### config.mk
export PLATFORM = sky130hd
export DESIGN_NAME = slot_alloc
export DESIGN_NICKNAME = d
export VERILOG_FILES = /design/src/rtl/s_pkg.sv /design/src/rtl/s.sv /design/src/rtl/slot_alloc.sv
export SDC_FILE = /design/constraint.sdc
export NUM_CORES = 1
export LEC_CHECK = 0
export BUFFER_PORTS_ARGS = -buffer_cell sky130_fd_sc_hd__clkbuf_2
export CORE_MARGIN = 5
export CORE_UTILIZATION = 60
export DETAILED_ROUTE_END_ITERATION = 8
export GPL_TIMING_DRIVEN = 0
export PLACE_DENSITY = 0.81
export REMOVE_ABC_BUFFERS = 1
export SYNTH_ARGS = -nofsm -noshare
export SYNTH_HDL_FRONTEND = slang
export SYNTH_HIERARCHICAL = 1
export SYNTH_SLANG_ARGS = --single-unit
### constraint.sdc
create_clock -name clk -period 7.2 [get_ports clk]
set_input_delay 0.72 -clock clk [delete_from_list [all_inputs] [get_ports clk]]
set_output_delay 0.72 -clock clk [all_outputs]
set_load 0.01 [all_outputs]
### src/rtl/s_pkg.sv
// Shared types and helpers for the slot allocator and its first-zero finder.
package s_pkg;

  typedef enum logic {
    POLICY_RR,
    POLICY_LOWEST
  } policy_t;

  // Width of a slot ID for a W-entry resource.
  function automatic int unsigned clog2w(input int unsigned w);
    return $clog2(w);
  endfunction

endpackage

### src/rtl/s.sv
// Circular first-zero finder: returns the first 0 in x_i searching downward
// from pos_i-1 with wrap-around, or the lowest 0 when any_i is set.
module s
  import s_pkg::*;
#(
  parameter int unsigned W = 16
) (
  input  logic [W-1:0]           x_i,
  input  logic [clog2w(W)-1:0]   pos_i,
  input  logic                   any_i,
  output logic [clog2w(W)-1:0]   y_enc_o
);

  localparam int unsigned IDW = clog2w(W);

  logic [IDW-1:0] idx;

  // Candidates are scanned farthest-first so the nearest zero is the last
  // assignment to stick; k = W wraps back onto pos_i itself.
  always_comb begin
    y_enc_o = '0;
    idx     = '0;
    if (any_i) begin
      for (int unsigned i = W; i > 0; i--) begin
        if (!x_i[i-1]) y_enc_o = IDW'(i - 1);
      end
    end else begin
      for (int unsigned k = W; k > 0; k--) begin
        idx = pos_i - IDW'(k);
        if (!x_i[idx]) y_enc_o = idx;
      end
    end
  end

endmodule

### src/rtl/slot_alloc.sv
// Circular slot/tag allocator: holds occupancy, search pointer and count,
// grants one free slot per cycle and accepts slot returns.
module slot_alloc
  import s_pkg::*;
#(
  parameter int unsigned W      = 16,
  parameter policy_t     POLICY = POLICY_RR
) (
  input  logic                   clk,
  input  logic                   arst_n,
  input  logic                   alloc_vld_i,
  output logic                   alloc_rdy_o,
  output logic [clog2w(W)-1:0]   alloc_id_o,
  input  logic                   free_vld_i,
  input  logic [clog2w(W)-1:0]   free_id_i,
  input  logic                   flush_i,
  output logic [W-1:0]           occ_o,
  output logic [clog2w(W):0]     cnt_o,
  output logic                   full_o,
  output logic                   empty_o,
  output logic                   err_o
);

  localparam int unsigned IDW = clog2w(W);
  localparam int unsigned CW  = IDW + 1;
  localparam logic [CW-1:0] CNT_FULL = CW'(W);
  localparam logic [CW-1:0] CNT_ONE  = CW'(1);

  logic [W-1:0]   occ_q, occ_d;
  logic [IDW-1:0] ptr_q, ptr_d;
  logic [CW-1:0]  cnt_q, cnt_d;
  logic           err_q, err_d;

  logic [IDW-1:0] grant_id;
  logic           full;
  logic           alloc_fire;
  logic           free_legal;
  logic           free_illegal;

  s #(
    .W(W)
  ) u_s (
    .x_i    (occ_q),
    .pos_i  (ptr_q),
    .any_i  (POLICY == POLICY_LOWEST),
    .y_enc_o(grant_id)
  );

  // Handshake and free-legality decode from registered state.
  always_comb begin
    full         = (cnt_q == CNT_FULL);
    alloc_fire   = alloc_vld_i & ~full;
    free_legal   = free_vld_i & occ_q[free_id_i];
    free_illegal = free_vld_i & ~occ_q[free_id_i];
  end

  // Next-state: flush overrides everything; otherwise alloc and free both apply.
  always_comb begin
    occ_d = occ_q;
    ptr_d = ptr_q;
    cnt_d = cnt_q;
    err_d = 1'b0;
    if (flush_i) begin
      occ_d = '0;
      ptr_d = '0;
      cnt_d = '0;
    end else begin
      err_d = free_illegal;
      if (alloc_fire) begin
        occ_d[grant_id] = 1'b1;
        if (POLICY == POLICY_RR) ptr_d = grant_id;
      end
      // A legal free targets an occupied slot, so it can never collide with
      // the slot granted in the same cycle.
      if (free_legal) occ_d[free_id_i] = 1'b0;
      unique case ({alloc_fire, free_legal})
        2'b10:   cnt_d = cnt_q + CNT_ONE;
        2'b01:   cnt_d = cnt_q - CNT_ONE;
        default: cnt_d = cnt_q;
      endcase
    end
  end

  // State registers with asynchronous clear.
  always_ff @(posedge clk or negedge arst_n) begin
    if (!arst_n) begin
      occ_q <= '0;
      ptr_q <= '0;
      cnt_q <= '0;
      err_q <= 1'b0;
    end else begin
      occ_q <= occ_d;
      ptr_q <= ptr_d;
      cnt_q <= cnt_d;
      err_q <= err_d;
    end
  end

  // Outputs come only from registered state.
  always_comb begin
    alloc_rdy_o = ~full;
    alloc_id_o  = grant_id;
    occ_o       = occ_q;
    cnt_o       = cnt_q;
    full_o      = full;
    empty_o     = (cnt_q == '0);
    err_o       = err_q;
  end

  a_cnt_matches_occ : assert property (
    @(posedge clk) disable iff (!arst_n) cnt_q == CW'($countones(occ_q))
  );

endmodule

==> results of run 1 <==
[final cells by class]
cell class	count	area (sq um)
flip-flops and latches	26	652
repair buffers	37	185
inverters	12	46.3
multi-input cells	389	3100
well taps	77	96.3
fillers	533	2200
clock inverters	1	30.0
clock buffers	3	41.3
[layer usage]
metal / part of all wire (%) / global-route usage, % / up-vias
met5: 0 / 0 / -
met4: 4.7 / 13.2 / 0
met3: 5.2 / 1.65 / 46
met2: 49 / 44.5 / 200
met1: 41 / 33.7 / 1863
li1: - / - / 1784
[state kept, by name, summed over array words and instances, names as in the netlist]
| name | flops |
|---|---|
| cnt_o | 5 |
| occ_o | 16 |
| err_o | 1 |
| ptr_q | 4 |
[power groups by stage]
stage / registers, mW / logic [mW] / clock network (mW)
after floorplan: 0.210 / 0.333 / 0
final: 0.221 / 0.465 / 0.122
after detailed placement: 0.223 / 0.454 / 0
after CTS: 0.221 / 0.457 / 0.121
after global placement: 0.221 / 0.445 / 0
after global routing: 0.227 / 0.498 / 0.131
[through the flow]
stage	util, %	hold slack [ns]	power [mW]
2_1_floorplan	-	0.424	0.543
3_3_place_gp	64.2	0.635	0.665
3_5_place_dp	64.2	0.661	0.677
4_1_cts	65.3	0.485	0.799
5_1_grt	65.3	0.503	0.856
6_report	65.3	0.459	0.809
[cell families (layout without fill, tap and decap cells)]
| family | Yosys count | count (layout) | synth area share [%] |
|---|---|---|---|
| xor+xnor | 14 | 14 | 3.98 |
| buf+inv | 38 | 53 | 4.77 |
| compound gates | 117 | 117 | 20.8 |
| simple gates | 175 | 175 | 22.3 |
| flops | 26 | 26 | 16.5 |
| mux | 73 | 73 | 28.7 |
| fa+ha+maj | 9 | 9 | 2.86 |
| other cells | 1 | 1 | 0.0953 |
[how the worst min path moves through the flow]
stage,startpoint,endpoint,cells after the start
4_1_cts,arst_n,occ_o[4]$_DFF_PN0_,1
3_5_place_dp,cnt_o[4]$_DFFE_PN0P_,cnt_o[4]$_DFFE_PN0P_,2
5_1_grt,arst_n,occ_o[9]$_DFF_PN0_,1
6_report,arst_n,cnt_o[0]$_DFFE_PN0P_,1
2_1_floorplan,arst_n,cnt_o[0]$_DFFE_PN0P_,0
3_3_place_gp,cnt_o[4]$_DFFE_PN0P_,cnt_o[4]$_DFFE_PN0P_,2
[worst reg2reg max path: stages, from the launching register on]
cell and delay (ns):
dfrtp_1 1.09, inv_1 0.41, ha_1 0.85, mux4_2 0.70
mux4_2 0.58, o21ai_0 0.21, a32oi_1 0.12, o211ai_1 0.14
a2111oi_0 0.15, a211oi_1 0.64, nor2b_1 0.46, a41oi_1 0.17
nor3_1 0.24
[layout by cell type (no fill, tap or decap), drive strengths merged, types with 4 or more instances in the layout]
cell / synthesis / routed
a211oi: 8 / 8
a21boi: 5 / 5
a21oi: 29 / 29
a31oi: 7 / 7
a41oi: 7 / 7
and2: 7 / 7
and3: 4 / 4
clkbuf: 12 / 40
dfrtp: 26 / 26
ha: 9 / 9
inv: 11 / 11
mux2: 12 / 12
mux2i: 32 / 32
mux4: 29 / 29
nand2: 47 / 47
nand2b: 9 / 9
nand3: 12 / 12
nand4: 4 / 4
nor2: 32 / 32
nor2b: 15 / 15
nor3: 28 / 28
o2111ai: 6 / 6
o211ai: 7 / 7
o21ai: 20 / 20
o22ai: 4 / 4
or2: 5 / 5
or3: 4 / 4
xnor2: 8 / 8
xor2: 6 / 6
==> impl_metrics.py, run 1 <==
metrics = {
    "power": {
        "switchingPower_uw": 380,
        "seqPwrFrac_pct": 27.4,
        "p_sw_share_pct": 46.9,
        "p_comb_share_pct": 57.5,
        "p_leak_nw": 1.61,
        "clockPowerShare_pct": 15.1,
        "vdd_drop_max_mv": 0.184,
        "power_density_mw_per_mm2": 195,
        "intPower_uw": 429,
    },
    "clock_network": {
        "clock-sinks": 26,
        "clk_path_buf_depth": 2,
        "cts_tree": "yes",
        "path_clk_slew_ns": 0.09,
        "cts_hold_buffers": 0,
        "cts_resized": 0,
        "htreeDepth": 1,
        "root_buffer": "clkbuf_8",
        "postCtsSetupRepairBufs": 0,
        "clock_latency_ns": 0.27,
        "cts_made_buffers": 3,
    },
    "cells_and_area": {
        "fin_area_sq_mm": 0.00415,
        "antenna_cells": 0,
        "stdcell_count": 545,
        "layout-drive-gt1-share_pct": 20.1,
        "syn_to_final_growth_pct": 5.41,
        "nNetsFinal": 487,
    },
    "sta": {
        "worst-slew-pin-transition_ns": 1.18,
        "fmax_mhz": 162,
        "slew_viol_final": 0,
        "finalClockSkew_ns": 0.00293,
        "slew_headroom_pct": 21.1,
        "worst_slack_ns": 1.01,
        "tns_ns": 0,
        "fin_crit_sh_pct": 86.0,
        "setup_violations": 0,
        "final-hold-violation-count": 0,
        "min_period_ns": 6.19,
        "rsz0062_at_grt": "no",
    },
    "setup_path": {
        "crit_path_start_kind": "flop",
        "r2r_start": "ptr_q[1]$_DFFE_PN0P_",
        "r2r_end": "occ_o[13]$_DFF_PN0_",
        "worstSetupPathDepth": 11,
        "rrSetupSlack_ns": 1.34,
        "cp_data_arrival_time_ns": 5.47,
        "cp_slowest_cell": "dfrtp_1",
        "cp_cell_sequence": "inv_1, ha_1, xnor2_1, mux2i_1, nor2b_1, a31oi_1, nor2_1, a2111oi_0, a21oi_1, o21ai_0, clkbuf_2",
        "crit_end": "alloc_id_o[3]",
        "critical-path-max-stage-delay_ns": 1.09,
        "crit_type": "reg2out",
        "crit_family": "compound AO/OA/AOI/OAI gates",
        "worst-path-buf-inv": 2,
        "reg2reg_depth": 12,
        "endpoint_kind": "output port",
        "crit_fanout": 23,
        "startpoint": "ptr_q[1]$_DFFE_PN0P_",
        "cp_data_required_time_ns": 6.48,
    },
    "detailed_routing": {
        "avgRoutedWirePerCell_microns": 20.8,
        "num_vias": 3893,
        "routed_wl_mm": 11.4,
        "drtIter0Drc": 289,
        "drt-pass1-iter-count": 5,
        "drcViolationCount": 0,
        "ant_nets": 0,
        "viasPerCell": 7.14,
    },
    "global_route": {
        "first_global_vias": 3651,
        "track_usage_pct": 26.2,
        "antenna_found_initial": 0,
        "overflow": 0,
        "grt_pass1_wl_mm": 18.2,
        "grt_max_degree": 34,
    },
    "synth": {
        "synth.largest_area_cell": "dfrtp_1",
        "syn_inst": 453,
        "synth.distinct_cells": 69,
        "ys_seq_area_share_pct": 16.5,
        "synth_area_sq_mm": 0.00393,
        "synth_top_area_share_pct": 16.5,
        "synth_edf_count": 0,
        "synth_common_cells": "45 x nand2_1, 32 x mux2i_1, 31 x nor2_1",
        "synthTopCellsByArea": "dfrtp_1 17%, mux4_2 14%, mux2i_1 8.1%",
        "synth.avg_cell_area_sq_um": 8.68,
        "synth_top_flop_cell": "dfrtp_1",
        "synth.yosys.warnings": 6,
        "ys_ff_latch": 26,
        "yosys.cell_count.top_type": "nand2_1",
        "ys_async_sr_fraction_pct": 100,
    },
    "die": {
        "rows": 29,
        "dieArea_sq_mm": 0.00828,
        "start_util_pct": 62.0,
        "core_area_sq_mm": 0.00635,
        "die_h_microns": 91.0,
        "die_w_microns": 91.0,
        "ios": 38,
    },
    "run_status": {
        "status": "complete, no violations",
    },
    "placement": {
        "pre_cts_ws_ns": 1.27,
        "post-place-cells": 541,
        "io_buffers": 37,
        "postPlaceCellArea_sq_mm": 0.00407,
        "gp_congestion": 1.01,
        "hpwlAfterDp_mm": 8.21,
    },
    "flow_run": {
        "drv_cap": 0,
    },
    "min_path": {
        "hold_path.class": "in2async",
    },
}
No activity file was read; power rests on OpenSTA's default activity.
==> run 2, diff against run 1 <==
CORE_UTILIZATION = 55   (was 60)
PLACE_DENSITY = 0.78   (was 0.81)
RECOVER_POWER = 25   (was unset)
clock period = 5.05 ns   (was 7.2 ns; I/O delays follow)
==> impl_metrics.py, run 2 (synthesis gave the netlist of run 1 again) <==
metrics = {
    "placement": {
        "gp_congestion": 0.983,
        "pre_cts_ws_ns": -0.921,
        "hpwlAfterDp_mm": 8.42,
        "io_buffers": 37,
        "post-place-cells": 560,
        "postPlaceCellArea_sq_mm": 0.00410,
    },
    "global_route": {
        "first_global_vias": 3778,
        "track_usage_pct": 26.8,
        "grt_max_degree": 34,
        "overflow": 0,
        "grt_pass1_wl_mm": 19.2,
        "antenna_found_initial": 0,
    },
    "cells_and_area": {
        "fillers": 618,
        "fin_area_sq_mm": 0.00421,
        "layout_common_cells": "45 x nand2_1, 36 x clkbuf_2, 32 x mux2i_1",
        "seq_area_sq_um": 662,
        "multiInputGateArea_sq_mm": 0.00313,
        "syn_to_final_growth_pct": 7.06,
        "nNetsFinal": 487,
        "layout-drive-gt1-share_pct": 21.2,
        "final_common_cell": "nand2_1",
        "stdcell_count": 564,
        "antenna_cells": 0,
        "largest_register_ffs": 16,
    },
    "power": {
        "p_leak_nw": 1.62,
        "p_sw_share_pct": 46.9,
        "seqPwrFrac_pct": 27.3,
        "clockPowerShare_pct": 15.1,
        "power_density_mw_per_mm2": 278,
        "intPower_uw": 622,
        "p_comb_share_pct": 57.6,
        "vdd_drop_max_mv": 0.298,
        "switchingPower_uw": 550,
    },
    "die": {
        "rows": 30,
        "die_h_microns": 94.6,
        "core_area_sq_mm": 0.00687,
        "start_util_pct": 57.3,
        "dieArea_sq_mm": 0.00894,
        "die_w_microns": 94.6,
        "ios": 38,
    },
    "setup_path": {
        "endpoint_kind": "output port",
        "cp_data_arrival_time_ns": 4.29,
        "cp_data_required_time_ns": 4.55,
        "crit_path_start_kind": "flop",
        "crit_type": "reg2out",
        "crit_fanout": 33,
    },
    "detailed_routing": {
        "routed_wl_mm": 11.7,
        "avgRoutedWirePerCell_microns": 20.7,
        "num_vias": 3924,
        "ant_nets": 0,
        "drt-pass1-iter-count": 5,
        "drcViolationCount": 0,
        "viasPerCell": 6.96,
        "drtIter0Drc": 248,
    },
    "sta": {
        "timing.hold.ws_ns": 0.535,
        "slew_headroom_pct": 4.87,
        "worst-slew-pin-transition_ns": 1.43,
        "fmax_mhz": 209,
        "min_period_ns": 4.79,
        "slew_viol_final": 0,
        "finalClockSkew_ns": 0.00661,
        "setup_violations": 0,
        "worst_slack_ns": 0.258,
        "final-hold-violation-count": 0,
        "fin_crit_sh_pct": 94.9,
        "rsz0062_at_grt": "no",
    },
    "clock_network": {
        "cts_hold_buffers": 0,
        "clock_latency_ns": 0.28,
        "clk_path_buf_depth": 2,
        "clock-sinks": 26,
        "cts_made_buffers": 3,
        "path_clk_slew_ns": 0.10,
        "cts_tree": "yes",
        "root_buffer": "clkbuf_8",
        "postCtsSetupRepairBufs": 0,
        "htreeDepth": 1,
    },
    "flow_run": {
        "drv_cap": 0,
    },
    "min_path": {
        "hold_path.class": "in2async",
    },
    "run_status": {
        "status": "complete, no violations",
    },
}
==> run 2: cell counts in the layout (fill, tap and decap cells not counted) <==
No cell type changed its count.
==> run 2: critical path, stage by stage, from the launching register on <==
cell	delay, ns
dfrtp_4	0.73
inv_1	0.25
ha_4	0.47
mux4_2	0.63
mux4_2	0.57
a311oi_1	0.27
or4b_1	0.17
a41oi_2	0.09
a211oi_1	0.30
o221ai_2	0.30
clkbuf_2	0.21
==> run 2: path summary, 6_finish.rpt <==
kind                       depth (start not counted)  slack [ns]                   end                 start
max                                               10        0.26         alloc_id_o[2]  ptr_q[0]$_DFFE_PN0P_
min                                                1        0.54  cnt_o[0]$_DFFE_PN0P_                arst_n
max reg2reg                                       13        0.34    occ_o[5]$_DFF_PN0_  ptr_q[0]$_DFFE_PN0P_
min reg2reg                                        2        0.69  cnt_o[4]$_DFFE_PN0P_  cnt_o[4]$_DFFE_PN0P_
max in group asynchronous                          1        3.50  ptr_q[2]$_DFFE_PN0P_                arst_n
min in group clk                                   3        0.54       err_o$_DFF_PN0_            free_vld_i
==> run 2: timing repair <==
action / 4_1_cts / 5_1_grt
pin swaps: 0 / 0
setup endpoints to repair: 23 / 18
gates resized for setup: 9 / 3
==> run 2: final cells by class <==
type	count	area share, %
inverters	12	1.10
multi-input cells	389	74.3
flip-flops and latches	26	15.7
clock inverters	1	0.713
well taps	96	2.85
repair buffers	37	4.37
clock buffers	3	0.980
==> run 2: metal layers <==
layer	up-vias	share of wire, %	global-route usage [%]
li1	1779	-	-
met1	1904	41	35.4
met2	199	50	45.7
met3	42	5.4	1.67
met4	0	4.2	11.3
met5	-	0	0
==> run 2: through the flow <==
step	utilization, %	setup TNS [ns]	power [mW]
final	61.3	0	1.17
after global routing	61.3	0	1.24
after CTS	61.0	0	1.15
after detailed placement	59.7	-14.59	0.970
after global placement	59.7	-10.56	0.951
after floorplan	-	0	0.775
==> run 2: power by group through the flow <==
stage | combinational, mW | sequential (mW) | clock (mW)
2_1_floorplan | 0.475 | 0.300 | 0
5_1_grt | 0.730 | 0.329 | 0.185
3_5_place_dp | 0.651 | 0.319 | 0
3_3_place_gp | 0.635 | 0.316 | 0
6_report | 0.675 | 0.320 | 0.177
4_1_cts | 0.657 | 0.317 | 0.177
